### src/rtl/mem_usage_pkg.sv
// Shared types and defaults for the buffer-occupancy report path.
package mem_usage_pkg;
   localparam int         USAGE_W_DEFAULT = 16;
   localparam logic [7:0] HDR_TAG_DEFAULT = 8'hA5;
   localparam int         DROP_W          = 8;

   typedef enum logic [1:0] {
      IDLE,
      SEND_HDR,
      SEND_MAX,
      SEND_MIN
   } rpt_state_t;
endpackage

### src/rtl/window_extrema.sv
// Window counter with peak (and, under MEM_REPORT_MIN_EN, minimum) trackers.
// The snapshots include the current sample, so the window-end cycle is counted exactly once.
module window_extrema #(
   parameter int USAGE_W       = 16,
   parameter int WINDOW_CYCLES = 1024
) (
   input  logic               clk,
   input  logic               reset,
   input  logic               window_en,
   input  logic [USAGE_W-1:0] sample,
   output logic               win_end,
   output logic [USAGE_W-1:0] peak_snap
`ifdef MEM_REPORT_MIN_EN
   ,
   output logic [USAGE_W-1:0] min_snap
`endif
);
   localparam int                CNT_W    = $clog2(WINDOW_CYCLES);
   localparam logic [CNT_W-1:0]  LAST_CNT = CNT_W'(WINDOW_CYCLES - 1);

   logic [CNT_W-1:0]   count;
   logic [USAGE_W-1:0] peak;

   assign win_end   = window_en && (count == LAST_CNT);
   assign peak_snap = (sample > peak) ? sample : peak;

   // Trackers clear at window end so the following sample seeds the next window.
   always_ff @(posedge clk) begin
      if (reset || !window_en || win_end) begin
         count <= '0;
         peak  <= '0;
      end else begin
         count <= count + 1'b1;
         peak  <= peak_snap;
      end
   end

`ifdef MEM_REPORT_MIN_EN
   logic [USAGE_W-1:0] min_val;

   assign min_snap = (sample < min_val) ? sample : min_val;

   always_ff @(posedge clk) begin
      if (reset || !window_en || win_end) begin
         min_val <= '1;
      end else begin
         min_val <= min_snap;
      end
   end
`endif
endmodule

### src/rtl/mem_usage_reporter.sv
// Emits one report frame (HDR, MAX[, MIN]) per occupancy window on a valid/ready stream.
// Define MEM_REPORT_MIN_EN to add the per-window minimum as a third word.
module mem_usage_reporter
   import mem_usage_pkg::*;
#(
   parameter int         USAGE_W       = USAGE_W_DEFAULT,
   parameter int         WINDOW_CYCLES = 1024,
   parameter logic [7:0] HDR_TAG       = HDR_TAG_DEFAULT
) (
   input  logic               clk,
   input  logic               reset,
   input  logic [USAGE_W-1:0] current_mem_usage,
   input  logic               window_en,
   output logic [USAGE_W-1:0] rpt_data,
   output logic               rpt_valid,
   input  logic               rpt_ready,
   output logic               rpt_last,
   output logic [DROP_W-1:0]  drop_cnt
);
   rpt_state_t         state;
   logic               win_end;
   logic [USAGE_W-1:0] peak_snap;
   logic [USAGE_W-1:0] rep_max;
   logic [7:0]         seq;
   logic [USAGE_W-1:0] hdr_word;

   assign hdr_word = USAGE_W'({HDR_TAG, seq});

`ifdef MEM_REPORT_MIN_EN
   logic [USAGE_W-1:0] min_snap;
   logic [USAGE_W-1:0] rep_min;
`endif

   window_extrema #(
      .USAGE_W       (USAGE_W),
      .WINDOW_CYCLES (WINDOW_CYCLES)
   ) u_extrema (
      .clk       (clk),
      .reset     (reset),
      .window_en (window_en),
      .sample    (current_mem_usage),
      .win_end   (win_end),
      .peak_snap (peak_snap)
`ifdef MEM_REPORT_MIN_EN
      ,
      .min_snap  (min_snap)
`endif
   );

   // A window ending while a frame is in flight (including its final accept cycle) is dropped.
   always_ff @(posedge clk) begin
      if (reset) begin
         state     <= IDLE;
         rpt_valid <= 1'b0;
         rpt_last  <= 1'b0;
         rpt_data  <= '0;
         drop_cnt  <= '0;
         seq       <= '0;
         rep_max   <= '0;
`ifdef MEM_REPORT_MIN_EN
         rep_min   <= '1;
`endif
      end else begin
         if (win_end) begin
            if (state == IDLE) begin
               rep_max   <= peak_snap;
`ifdef MEM_REPORT_MIN_EN
               rep_min   <= min_snap;
`endif
               state     <= SEND_HDR;
               rpt_valid <= 1'b1;
               rpt_data  <= hdr_word;
               rpt_last  <= 1'b0;
            end else if (drop_cnt != '1) begin
               drop_cnt <= drop_cnt + 1'b1;
            end
         end
         if (rpt_valid && rpt_ready) begin
            case (state)
               SEND_HDR: begin
                  state    <= SEND_MAX;
                  rpt_data <= rep_max;
`ifdef MEM_REPORT_MIN_EN
                  rpt_last <= 1'b0;
`else
                  rpt_last <= 1'b1;
`endif
               end
`ifdef MEM_REPORT_MIN_EN
               SEND_MAX: begin
                  state    <= SEND_MIN;
                  rpt_data <= rep_min;
                  rpt_last <= 1'b1;
               end
               SEND_MIN: begin
                  state     <= IDLE;
                  rpt_valid <= 1'b0;
                  rpt_last  <= 1'b0;
                  seq       <= seq + 1'b1;
               end
`else
               SEND_MAX: begin
                  state     <= IDLE;
                  rpt_valid <= 1'b0;
                  rpt_last  <= 1'b0;
                  seq       <= seq + 1'b1;
               end
`endif
               default: ;
            endcase
         end
      end
   end
endmodule

### config.mk
export PLATFORM = sky130hd
export DESIGN_NAME = mem_usage_reporter
export DESIGN_NICKNAME = d
export VERILOG_FILES = /design/src/rtl/mem_usage_pkg.sv /design/src/rtl/window_extrema.sv /design/src/rtl/mem_usage_reporter.sv
export SDC_FILE = /design/constraint.sdc
export NUM_CORES = 1
export LEC_CHECK = 0
export CORE_UTILIZATION = 59
export DETAILED_ROUTE_END_ITERATION = 12
export PLACE_DENSITY = 0.85
export SKIP_CTS_REPAIR_TIMING = 1
export SLEW_MARGIN = 20
export SYNTH_ARGS = -nofsm -noshare
export SYNTH_HDL_FRONTEND = slang
export SYNTH_SLANG_ARGS = --single-unit
### constraint.sdc
create_clock -name clk -period 4.7 [get_ports clk]
set_clock_uncertainty 0.2 [all_clocks]
set_input_delay 0.705 -clock clk [delete_from_list [all_inputs] [get_ports clk]]
set_output_delay 0.705 -clock clk [all_outputs]
set_load 0.005 [all_outputs]
==> metrics.cfg <==
[job]
drv_cap=0

[sta]
slew_headroom=0.393
period_needed_ns=3.17
final.setup.tns_ns=0
finalSetupViolCount=0
tightest_slew_ns=0.908
period_share=0.676
rsz0062_at_grt=no
clock.fmax_mhz=315
drv_slew=0
hold_violations=0

[logic_synthesis]
synth_top_area_frac=0.454
synth_area_sq_um=3440
ys_seq_elements=78
synthTopCellsByArea=dfxtp_1, nor2_1, ha_1, mux2i_1, a211oi_1
synth_nets=426
synthCells=384
synth_seq_area_share=0.454
synth.distinct_cells=35
yosysTopAreaCell=dfxtp_1
yosys_warnings=0
avgSynthCellArea_sq_um=8.95

[grt]
grt_pass1_vias=2660
grt_overflow=0
antenna_found_initial=0
grt_pass1_wl_mm=12.0
grt_max_degree=54
grt_use_total=0.250

[cells_and_area]
multi_input_area_sq_um=1710
regArea_sq_um=1560
layout_common_cells=dfxtp_1, nor2_1, clkdlybuf4s50_1, nand2_1, ha_1
fin_cells=498
n_fill_cell=428
fin_nets=463
drive_gt1_frac=0.0516
antenna_cells=0
final_common_cell=dfxtp_1
syn_to_final_growth_pct=20.5

[floorplanning]
core_sq_um=5570
die_w_um=78.3
rows=27
die_h_um=78.3
ioPinCount=46
dieArea_sq_um=6130
start_util=0.616

[routing]
wl_per_cell_um=14.0
routed_wl_mm=6.96
ant_nets=0
drc=0
dr.pass1.iters=4
drtIter0Drc=180
vias=2703
via_per_inst=5.43

[pwr]
peakVddDrop_v=0.000215
combPwrFrac=0.069
p_leak_uw=0.00155
power_density_nw_per_um2=336
seqPwrFrac=0.483
power_switching_uw=297
clockPowerShare=0.448
p_int_uw=1090
netSwitchingFraction=0.213

[worst_setup_path]
required_ns=4.76
criticalPathCategory=in2reg
path_buf_inv=1
r2r_start=u_extrema.peak[14]
slowest_delay_ns=0.63
cp_cell_sequence=clkdlybuf4s50_1, ha_1, nand4_1, a2111o_1, a31oi_4, mux2i_1, a211oi_1
r2r_end=rep_max[14]
cp_slowest_cell=a31oi_4
r2r_slack_ns=1.95
crit_cells=7
reg2reg_depth=7
critPathMaxFanout=16
worstPathArrival_ns=3.23
cp_top_family=compound AO/OA/AOI/OAI gates
startpoint_type=input port
cp-end-kind=register

[placed_design]
portBuffers=45
routabilityCongestion=0.793
dpl.hpwl_mm=4.60
dp_cells=482

[outcome]
outcome=finished, final reports clean

[cts]
h-tree-depth=3
clock_path_buffers=2
cts_made_buffers=9
cts.clk_slew.worst_paths_ns=0.08
clockRootBuffer=clkbuf_8
cts.sinks=78
cts_tree=yes
clk_latency_ns=0.35

[min_path]
holdPathEnd=u_extrema.count[0]
min-delay-start=u_extrema.count[0]
hold_class=reg2reg
hold_depth=1

[routing by layer]
layer	up-vias	GRT usage	part of all wire
met2	61	0.405	0.46
met1	1244	0.319	0.48
met5	-	0	0
met3	12	0.0465	0.042
li1	1386	-	-
met4	0	0.120	0.019
[metrics by stage]
| step | total power, uW | area [sq um] | setup slack, ns | hold slack (ns) | util |
|---|---|---|---|---|---|
| floorplan | 751 | 3440 | 2.01 | 0.218 | - |
| global placement | 778 | 3890 | 1.27 | 0.227 | 0.698 |
| detailed placement | 782 | 3890 | 1.18 | 0.241 | 0.698 |
| CTS | 1390 | 4140 | 1.54 | 0.258 | 0.743 |
| global route | 1440 | 4140 | 1.38 | 0.293 | 0.743 |
| finish | 1390 | 4140 | 1.53 | 0.257 | 0.743 |
[power groups by stage]
stage,clock network [uW],registers (uW),logic (uW)
5_1_grt,656,672,108
4_1_cts,627,671,96.2
6_report,623,672,96.5
3_5_place_dp,0,687,94.9
2_1_floorplan,0,686,65.4
3_3_place_gp,0,686,91.8
[sequential cells by signal (all words and copies together), names as in the netlist]
register / count
rep_max: 16
rpt_data: 16
u_extrema.peak: 16
u_extrema.count: 10
drop_cnt: 8
seq: 8
state: 2
rpt_last: 1
rpt_valid: 1
[worst register-to-register path: stages, from the launching register on]
cell and delay, ns:
dfxtp_1 0.33, inv_1 0.04, ha_1 0.30, nand4_1 0.18, a2111o_1 0.47, a31oi_4 0.63
mux2i_1 0.20, a211oi_1 0.30
[how the worst max path moves through the flow]
stage	startpoint	endpoint	slack, ns
3_3_place_gp	current_mem_usage[1]	rep_max[7]	1.27
6_report	current_mem_usage[14]	rep_max[14]	1.53
5_1_grt	current_mem_usage[14]	rep_max[10]	1.38
4_1_cts	current_mem_usage[14]	rep_max[14]	1.54
2_1_floorplan	current_mem_usage[14]	rep_max[10]	2.01
3_5_place_dp	current_mem_usage[14]	rep_max[14]	1.18
[Yosys cell counts, drive strengths merged]
| cell type | number |
|---|---|
| nor2b | 1 |
| o21ai | 4 |
| a21oi | 13 |
| dfxtp | 78 |
| nor2 | 75 |
| buf | 6 |
| nand2b | 2 |
| xor2 | 13 |
| or2 | 1 |
| a221oi | 1 |
| nor3b | 2 |
| nand2 | 32 |
| xnor2 | 8 |
| a31oi | 1 |
| mux2i | 18 |
| inv | 19 |
| and4 | 1 |
| a311oi | 8 |
| and2 | 1 |
| o211ai | 1 |
| nor4 | 2 |
| nand3 | 16 |
| or3 | 1 |
| and3 | 6 |
| a211oi | 16 |
| clkbuf | 14 |
| nand4 | 11 |
| ha | 22 |
| a2111o | 1 |
| nor3 | 10 |
[cell families after synthesis]
group           share of synthesized area
xor+xnor                           0.0535
flops                               0.454
fa+ha+maj                          0.0801
compound gates                     0.0943
mux                                0.0524
simple gates                        0.217
buf+inv                            0.0477
[area by class of cell]
type	count	area share
clock inverter	3	0.0218
clock buffer	13	0.0384
timing repair buffer	46	0.111
tap	72	0.0218
multi-input combinational	267	0.413
inverter	19	0.0172
sequential	78	0.377
Note: power is estimated with default switching activity, not from simulation.
